File: src/rtl/n101_mrom_arb.sv
// Two-port arbiter in front of a combinational mask ROM: one command in flight, registered response.
// Define N101_MROM_ARB_RR_EN for round-robin arbitration; otherwise IFU has fixed priority.
module n101_mrom_arb #(
  parameter int AW = 12,
  parameter int DW = 32,
  parameter int DP = 1024
) (
  input  logic          clk,
  input  logic          rst,
  input  logic          ifu_cmd_valid,
  output logic          ifu_cmd_ready,
  input  logic [AW-1:0] ifu_cmd_addr,
  input  logic          ifu_cmd_read,
  output logic          ifu_rsp_valid,
  input  logic          ifu_rsp_ready,
  output logic [DW-1:0] ifu_rsp_rdata,
  output logic          ifu_rsp_err,
  input  logic          sys_cmd_valid,
  output logic          sys_cmd_ready,
  input  logic [AW-1:0] sys_cmd_addr,
  input  logic          sys_cmd_read,
  output logic          sys_rsp_valid,
  input  logic          sys_rsp_ready,
  output logic [DW-1:0] sys_rsp_rdata,
  output logic          sys_rsp_err,
  output logic [AW-3:0] rom_addr,
  input  logic [DW-1:0] rom_dout
);

  typedef enum logic [1:0] {IDLE, RSP_IFU, RSP_SYS} state_e;

  state_e        state_q;
  logic          ifu_rsp_valid_q, sys_rsp_valid_q;
  logic [DW-1:0] ifu_rsp_rdata_q, sys_rsp_rdata_q;
  logic          ifu_rsp_err_q, sys_rsp_err_q;

  logic          free;
  logic          any_valid;
  logic          ifu_pick;
  logic          accept;
  logic [AW-1:0] sel_addr;
  logic          sel_read;
  logic          cmd_err;
  logic [DW-1:0] rdata_d;

`ifdef N101_MROM_ARB_RR_EN
  logic          last_grant_q; // 1 = SYS was granted last
  assign ifu_pick = ifu_cmd_valid & (~sys_cmd_valid | last_grant_q);
`else
  assign ifu_pick = ifu_cmd_valid;
`endif

  assign any_valid = ifu_cmd_valid | sys_cmd_valid;
  assign free      = (state_q == IDLE)
                   | ((state_q == RSP_IFU) & ifu_rsp_ready)
                   | ((state_q == RSP_SYS) & sys_rsp_ready);

  assign ifu_cmd_ready = free & ifu_pick;
  assign sys_cmd_ready = free & sys_cmd_valid & ~ifu_pick;
  assign accept        = free & any_valid;

  assign sel_addr = ifu_pick ? ifu_cmd_addr : sys_cmd_addr;
  assign sel_read = ifu_pick ? ifu_cmd_read : sys_cmd_read;
  assign rom_addr = any_valid ? sel_addr[AW-1:2] : '0;

  // Illegal accesses still return exactly one response, with zero data.
  assign cmd_err = ~sel_read
                 | (sel_addr[1:0] != 2'b00)
                 | (32'(sel_addr[AW-1:2]) >= 32'(DP));
  assign rdata_d = cmd_err ? '0 : rom_dout;

  always_ff @(posedge clk or posedge rst) begin
    if (rst) begin
      state_q         <= IDLE;
      ifu_rsp_valid_q <= 1'b0;
      ifu_rsp_rdata_q <= '0;
      ifu_rsp_err_q   <= 1'b0;
      sys_rsp_valid_q <= 1'b0;
      sys_rsp_rdata_q <= '0;
      sys_rsp_err_q   <= 1'b0;
`ifdef N101_MROM_ARB_RR_EN
      last_grant_q    <= 1'b1;
`endif
    end else if (accept) begin
      if (ifu_pick) begin
        state_q         <= RSP_IFU;
        ifu_rsp_valid_q <= 1'b1;
        ifu_rsp_rdata_q <= rdata_d;
        ifu_rsp_err_q   <= cmd_err;
        sys_rsp_valid_q <= 1'b0;
      end else begin
        state_q         <= RSP_SYS;
        sys_rsp_valid_q <= 1'b1;
        sys_rsp_rdata_q <= rdata_d;
        sys_rsp_err_q   <= cmd_err;
        ifu_rsp_valid_q <= 1'b0;
      end
`ifdef N101_MROM_ARB_RR_EN
      last_grant_q <= ~ifu_pick;
`endif
    end else if (free) begin
      // Response handshake with nothing new to accept; data stays as last returned.
      state_q         <= IDLE;
      ifu_rsp_valid_q <= 1'b0;
      sys_rsp_valid_q <= 1'b0;
    end
  end

  assign ifu_rsp_valid = ifu_rsp_valid_q;
  assign ifu_rsp_rdata = ifu_rsp_rdata_q;
  assign ifu_rsp_err   = ifu_rsp_err_q;
  assign sys_rsp_valid = sys_rsp_valid_q;
  assign sys_rsp_rdata = sys_rsp_rdata_q;
  assign sys_rsp_err   = sys_rsp_err_q;

endmodule
File: config.mk
export PLATFORM = sky130hd
export DESIGN_NAME = n101_mrom_arb
export DESIGN_NICKNAME = d
export VERILOG_FILES = /design/src/rtl/n101_mrom_arb.sv
export SDC_FILE = /design/constraint.sdc
export NUM_CORES = 1
export LEC_CHECK = 0
export BUFFER_PORTS_ARGS = -buffer_cell sky130_fd_sc_hd__clkbuf_2
export CORE_AREA = 8 8 89 91
export CTS_CLUSTER_DIAMETER = 60
export CTS_CLUSTER_SIZE = 10
export DETAILED_ROUTE_END_ITERATION = 10
export DIE_AREA = 0 0 97 99
export HOLD_SLACK_MARGIN = 0.08
export PLACE_DENSITY = 0.79
export SLEW_MARGIN = 0
export SYNTH_ARGS = -nofsm -noshare
export SYNTH_HDL_FRONTEND = slang
export SYNTH_SLANG_ARGS = --single-unit
File: constraint.sdc
create_clock -name clk -period 2.42 [get_ports clk]
set_input_delay 0.363 -clock clk [delete_from_list [all_inputs] [get_ports clk]]
set_output_delay 0.363 -clock clk [all_outputs]
set_load 0.005 [all_outputs]
==> summary.txt, run 1 <==
Detailed routing
  • Avg Vias per Cell: 4.913
  • Antenna Nets Post-Route: 0
  • DR DRC count: 0
  • 1st-iter DRT viols: 44
  • Final WL: about 7100 um
  • WL/cell: 16.19 um
  • Drt pass-1 iters: 4
  • Via count: around 2100

Cells and area
  • Layout area overhead: 35.39%
  • Layout cells sized above 1: between 50% and 60%
  • Nets@finish: approximately 420
  • Fill count: about 550
  • Antenna diode count: 0

Setup path
  • FF-to-FF End: ifu_rsp_rdata[18]$_DFFE_PP0P_
  • Critical Path Sink Type: output pin
  • Cell count of the worst reg-to-reg path: 5
  • Crit path launch type: register
  • CP Data Required Time: approximately 2 ns
  • Reg2reg start: state_q[0]$_DFFE_PP0P_
  • Crit path DAT: ~1.8 ns
  • CP Class: register to output pin
  • R2R setup slack: 0.48 ns
  • CP max FO: 18

Power and ir drop
  • Seq pwr share: 44.3%
  • Gate power share: approximately a quarter
  • Pint: roughly 0.0024 W
  • Clk pwr share: roughly a third
  • Switch Pwr: approximately 0.0009 W
  • Total leakage power: 2.301 nW
  • Sw frac: 27.10%
  • Total power: 0.003246 W
  • Worst vdd ir: ~570 uV
  • PwrDens: ~820 nW/um2

Place
  • Input/output buffers: around 140
  • RD Place Congestion: between 0.7 and 0.8
  • HPWL after DPL: 5354 um

Job
  • Maximum Capacitance Violations: 0

Timing
  • Fin. max-slew vios: 0
  • Fin. Hold Viols: 0
  • Worst-margin pin slew: roughly 1.1 ns
  • Setup TNS: 0 ns
  • Setup violations, final: 0
  • Fin crit share: just under 90%
  • Slew margin rel.: between 20% and 30%
  • Layout Skew: around 0.010 ns
  • RSZ-0062 raised after global routing: no
  • Fmax: roughly 470 MHz
  • Final critical-path required period: roughly 2.1 ns

Synth
  • Synth top area cells: dfrtp_1 (58%), mux2_1 (20%), and2_1 (7.1%), mux2_2 (4.6%), a22o_1 (2.7%)
  • Mux contribution to synthesized area: about a quarter
  • Main combinational cell family by area after synthesis: multiplexers
  • Avg Synthesized Cell Area: approximately 14 um2
  • Post-synthesis register bit count: between 60 and 70
  • Syn Nets: between 200 and 300
  • Cell area after synthesis: between 2000 and 3000 um2
  • Compound-Gate Fraction of Synth Area: between 4 and 5%
  • Yosys warnings: 0
  • Adder-Cell Fraction of Synth Area: 0%
  • Cell taking the most area after synthesis: dfrtp_1
  • Seq/Total Area, Yosys: about 58%
  • Synth cell types: 18
  • Synth Area in XOR/XNOR: 0%
  • Simple-Gate Fraction of Synth Area: under 10%
  • Post-synth top area share: between 50% and 60%
  • Post-synthesis cell count: 207

Clocking
  • CTS Buffer Depth: 2
  • CTS Root Cell: clkbuf_8
  • Clock sinks: slightly below 70
  • CTS tree: done
  • Hold buffers post-CTS: 0
  • Setup repair bufs after CTS: 0
  • Gates resized, CTS repair: 0
  • Clock Latency Late Sink: about 0.33 ns
  • Htree depth: 3
  • TritonCTS Buffers: 9
  • Clock Pin Slew Worst Setup and Hold Paths: 0.07 ns

Global route
  • Initial antenna violation count: 0
  • Gr ovfl total: 0
  • Pin count of the biggest net entering global routing: 69
  • Total GRT Usage: 15.12%
  • Vias in the first global route: roughly 2500
  • Wire length of the first global-routing pass: approximately 12000 um

Floorplanning
  • Core box area: around 6600 um2
  • Die width: just under 100 um
  • Die height: ~99 um
  • Die area: between 9000 and 10000 um2
  • Initial Util: around 44%
  • I/O pin total: 144
  • # rows: 30

Outcome
  • Status: completed

Min path
  • Hold Path Class: input port to asynchronous set/reset pin
## Yosys cell counts
| master | instances |
|---|---|
| clkbuf_1 | 1 |
| nor2b_1 | 2 |
| a21o_1 | 1 |
| nand2b_1 | 2 |
| buf_6 | 3 |
| o21ai_0 | 1 |
| o21ai_1 | 1 |
| inv_1 | 4 |
| o31ai_4 | 1 |
| and2_1 | 33 |
| a22o_1 | 9 |
| mux2_2 | 12 |
| or4b_4 | 1 |
| mux2_1 | 52 |
| mux2i_1 | 2 |
| nand2_1 | 6 |
| buf_2 | 8 |
| dfrtp_1 | 68 |
## through the flow
stage / utilization, % / instances / area (um2) / hold WS, ns / setup WS [ns]
2_1_floorplan: - / 207 / 2920 / 0.4828 / 0.3455
3_3_place_gp: 56.78 / 422 / 3730 / 0.4367 / 0.2877
3_5_place_dp: 56.78 / 422 / 3730 / 0.4568 / 0.2073
4_1_cts: 60.19 / 437 / 3954 / 0.09117 / 0.2381
5_1_grt: 60.19 / 437 / 3954 / 0.1066 / 0.1326
6_report: 60.19 / 437 / 3954 / 0.09083 / 0.2840
## power groups by stage
| stage | Combinational, W | Clock (W) | Sequential, W |
|---|---|---|---|
| after floorplan | 0.000380 | 0 | 0.00146 |
| after global routing | 0.000845 | 0.00112 | 0.00147 |
| after detailed placement | 0.000789 | 0 | 0.00146 |
| after global placement | 0.000769 | 0 | 0.00146 |
| final | 0.000762 | 0.00104 | 0.00144 |
| after CTS | 0.000789 | 0.00107 | 0.00144 |
## per-layer routing
layer  wire, um  up-vias  track usage (%)  share of wire [%]
met3        624        7            7.418                8.8
met4         59        0            4.497               0.83
met5          0        -                0                  0
met1       2996     1046            17.18                 42
li1           -     1001                -                  -
met2       3397       93            24.48                 48
## layout make-up
cell class | instances | area [um2] | area share [%]
Clock buffer | 11 | 151.4 | 3.829
Clock inverter | 4 | 72.57 | 1.835
Inverter | 4 | 15.01 | 0.3797
Multi-Input combinational cell | 123 | 1130 | 28.58
Sequential cell | 68 | 1702 | 43.04
Tap cell | 80 | 100.1 | 2.532
Timing Repair Buffer | 147 | 783.3 | 19.81
## cells in the final DEF, fill, tap and decap left out
master and count:
buf_4 1, clkinv_2 1, buf_12 3, nand2_1 5, or4b_4 1, dfrtp_1 68
and2_2 1, o31ai_4 1, mux2i_1 2, inv_1 3, clkbuf_8 11, clkbuf_2 143
mux2_1 52, o21ai_0 1, clkinvlp_4 1, bufinv_16 2, mux2_2 12, nand2_2 1
nand2b_1 2, and2_1 32, nor2b_1 2, o21ai_1 1, a21o_1 1, a22o_1 9
inv_2 1
## how the worst max path moves through the flow
stage                           start                       endpoint  slack [ns]
3_5_place_dp            ifu_cmd_valid  sys_rsp_rdata[31]$_DFFE_PP0P_        0.21
3_3_place_gp            ifu_cmd_valid  ifu_rsp_rdata[29]$_DFFE_PP0P_        0.29
5_1_grt        state_q[0]$_DFFE_PP0P_                  ifu_cmd_ready        0.13
2_1_floorplan                     rst        ifu_rsp_err$_DFFE_PP0P_        0.35
4_1_cts        state_q[0]$_DFFE_PP0P_                  ifu_cmd_ready        0.24
6_report       state_q[0]$_DFFE_PP0P_                  ifu_cmd_ready        0.28
## sequential cells by signal (all words and copies together) (netlist names)
name,cells
ifu_rsp_rdata,32
sys_rsp_rdata,32
state_q,2
ifu_rsp_err,1
sys_rsp_err,1
## worst max-delay path: stages, from the launching register on
cell and delay [ns]:
dfrtp_1 0.41, nor2b_1 0.14, o21ai_1 0.17, and2_2 0.52, clkbuf_2 0.21
## cells by family after synthesis
group,Yosys count
buffers and inverters,16
flip-flops,68
multiplexers,66
AND/OR/NAND/NOR,44
AO/OA/AOI/OAI,13
(Power assumes the default switching activity.)
==> run 2: changes to the inputs <==
- ABC_AREA: not set -> 1
- CORE_AREA: 8 8 89 91 -> 8 8 88 90
- DIE_AREA: 0 0 97 99 -> 0 0 96 98
- PLACE_DENSITY: 0.79 -> 0.78
==> summary.txt, run 2 <==
Timing
  • Fin crit share: between 70 and 80%
  • Hold Slack: roughly 0.11 ns
  • RSZ-0062 raised after global routing: no
  • Fin. max-slew vios: 0
  • Final critical-path required period: roughly 1.9 ns
  • Fin worst setup slack: roughly 0.53 ns
  • Slew margin rel.: a little over half
  • Setup TNS: 0 ns
  • Worst-margin pin slew: about 0.67 ns
  • Fin. Hold Viols: 0
  • Fmax: 529.3 MHz
  • Setup violations, final: 0
  • Layout Skew: a little under 0.004 ns

Clocking
  • Clock Latency Late Sink: between 0.3 and 0.4 ns
  • CTS Buffer Depth: 2
  • Clock Pin Slew Worst Setup and Hold Paths: 0.07 ns
  • Hold buffers post-CTS: 0
  • Setup repair bufs after CTS: 0
  • TritonCTS Buffers: 9
  • Gates resized, CTS repair: 0
  • Clock sinks: 68
  • CTS tree: done
  • Htree depth: 3
  • CTS Root Cell: clkbuf_8

Setup path
  • Worst-path cell chain: inv_1, nand2_1, nand2_2, nand3b_4, inv_1, clkbuf_2
  • CP max FO: 29
  • Slowest stage cell on the critical path: dfrtp_1
  • CP Class: register to output pin
  • CP most frequent cell: inv_1
  • Max incr delay on CP: about 0.42 ns
  • CP Data Required Time: a little over 2 ns
  • Largest delay share family, worst path: simple AND/OR/NAND/NOR gates
  • Worst setup path start: state_q[1]$_DFFE_PP0P_
  • Worst Path Buf+Inv: 3
  • Critical Path Sink Type: output pin
  • Crit path launch type: register
  • Reg2reg start: state_q[1]$_DFFE_PP0P_
  • Crit path DAT: about 1.5 ns

Floorplanning
  • # rows: 30
  • Die area: roughly 9400 um2
  • Die width: between 90 and 100 um
  • Core box area: 6494 um2
  • Initial Util: about 43%
  • I/O pin total: 144
  • Die height: about 98 um

Synth
  • Post-synthesis cell count: ~300
  • Mux contribution to synthesized area: 0%
  • Main combinational cell family by area after synthesis: simple AND/OR/NAND/NOR gates
  • Ys async rst share: between 90% and 100%
  • Count leader, synth: nand2_1
  • Yosys warnings: 0
  • Synth cell count leaders: nand2_1 (128), dfrtp_1 (68), o21ai_1 (59)
  • Cell area after synthesis: roughly 2800 um2
  • Post-synth top area share: about three fifths
  • Synth top area cells: dfrtp_1 (62%), nand2_1 (17%), o21ai_1 (11%), buf_4 (2.4%), nand3_1 (1.8%)
  • Simple-Gate Fraction of Synth Area: between 20% and 30%
  • Post-synth EDFFs: 0
  • Compound-Gate Fraction of Synth Area: 11.96%
  • Syn Nets: around 370
  • Synth Area in XOR/XNOR: 0%
  • Post-synthesis register bit count: approximately 70
  • Avg Synthesized Cell Area: 8.999 um2
  • Adder-Cell Fraction of Synth Area: 0%
  • Seq/Total Area, Yosys: 61.59%
  • Synth Flop Type: dfrtp_1
  • Synth cell types: 16
  • Cell taking the most area after synthesis: dfrtp_1

Detailed routing
  • Drt pass-1 iters: 4
  • Final WL: between 7000 and 8000 um
  • DR DRC count: 0
  • Avg Vias per Cell: around 4.6
  • WL/cell: between 10 and 15 um
  • 1st-iter DRT viols: 95
  • Via count: approximately 2500
  • Antenna Nets Post-Route: 0

Place
  • Input/output buffers: around 140
  • Pre-CTS setup slack: 0.5867 ns
  • Cells after DPL: 515
  • HPWL after DPL: 5617 um
  • RD Place Congestion: around 0.82

Global route
  • Wire length of the first global-routing pass: between 10000 and 15000 um
  • Initial antenna violation count: 0
  • Total GRT Usage: 15.56%
  • Vias in the first global route: roughly 2600
  • Gr ovfl total: 0
  • Pin count of the biggest net entering global routing: between 40 and 50

Power and ir drop
  • Pint: between 0.0015 and 0.002 W
  • Sw frac: 30.15%
  • Clk pwr share: between 20% and 30%
  • PwrDens: around 740 nW/um2
  • Seq pwr share: 50.5%
  • Gate power share: between 20% and 30%
  • Total leakage power: 2.002 nW
  • Switch Pwr: 0.0008209 W
  • Worst vdd ir: ~380 uV

Cells and area
  • Area of the multi-input gates: ~900 um2
  • Final non-filler cell total: 530
  • Layout area overhead: 32.56%
  • Reg area: between 1500 and 2000 um2
  • Commonest non-fill, non-tap cell in the layout: clkbuf_2
  • Antenna diode count: 0
  • Fill count: 619
  • Nets@finish: 510
  • Commonest cells after routing, fill and taps aside: clkbuf_2 (143), nand2_1 (128), dfrtp_1 (68)
  • Layout cells sized above 1: between 30% and 40%

Outcome
  • Status: completed

Min path
  • Hold Path Class: input port to asynchronous set/reset pin

Job
  • Maximum Capacitance Violations: 0
[run 2: cell count changes in the layout (fill, tap and decap cells not counted), moves of 3 or more]
cell | previous run | this run
mux2_2 | 12 | 0
buf_4 | 1 | 4
a22o_1 | 9 | 0
nand2_1 | 5 | 128
o21ai_1 | 1 | 59
nand3_1 | 0 | 10
clkbuf_1 | 0 | 3
and2_1 | 32 | 0
nor2_1 | 0 | 3
o21ai_0 | 1 | 7
mux2_1 | 52 | 0
[run 2: path summary, 6_finish.rpt]
path                       cells past startpoint                             to  slack, ns
setup / recovery                               6                  sys_cmd_ready       0.53
hold / removal                                 3   sys_rsp_rdata[1]$_DFFE_PP0P_       0.11
setup reg to reg                               7        sys_rsp_err$_DFFE_PP0P_       0.92
hold reg to reg                                2  sys_rsp_rdata[12]$_DFFE_PP0P_       0.49
max in group asynchronous                      3  sys_rsp_rdata[16]$_DFFE_PP0P_       1.96
min in group clk                               3  sys_rsp_rdata[22]$_DFFE_PP0P_       0.29
[run 2: cell families (layout without fill, tap and decap cells)]
| family | after synthesis | in the layout |
|---|---|---|
| and+or+nand+nor | 145 | 145 |
| DFF | 68 | 68 |
| AOI/OAI and AO/OA | 66 | 66 |
| buffers and inverters | 28 | 171 |
[run 2: worst min-delay path: stages]
cell	delay (ns)
clkbuf_2	0.08
inv_2	0.04
buf_4	0.35
[run 2: stage by stage]
stage	area, um2	utilization, %	power, W
finish	3662	56.40	0.002722
global route	3662	56.40	0.002890
CTS	3662	56.40	0.002770
detailed placement	3512	54.08	0.002018
global placement	3512	54.08	0.002001
floorplan	2763	-	0.001720
[run 2: power by group through the flow]
| stage | sequential [W] | combinational [W] | clock [W] |
|---|---|---|---|
| after floorplan | 0.00140 | 0.000321 | 0 |
| after global placement | 0.00139 | 0.000608 | 0 |
| after detailed placement | 0.00139 | 0.000624 | 0 |
| after CTS | 0.00138 | 0.000623 | 0.000770 |
| after global routing | 0.00139 | 0.000687 | 0.000810 |
| final | 0.00138 | 0.000607 | 0.000740 |
[run 2: final cells by class]
cell class / instances / share of cell area [%]
clock inverter: 3 / 0.4100
clock buffer: 12 / 3.690
multi-input combinational: 211 / 24.97
sequential: 68 / 46.46
inverter: 8 / 0.8200
tap: 80 / 2.733
timing repair buffer: 148 / 20.91
[run 2: per-layer routing]
layer / share of wire (%) / GRT usage, % / up-vias
li1: - / - / 1260
met1: 43 / 19.32 / 1120
met2: 48 / 24.70 / 75
met3: 8.0 / 5.142 / 6
met4: 0.60 / 4.734 / 0
met5: 0 / 0 / -
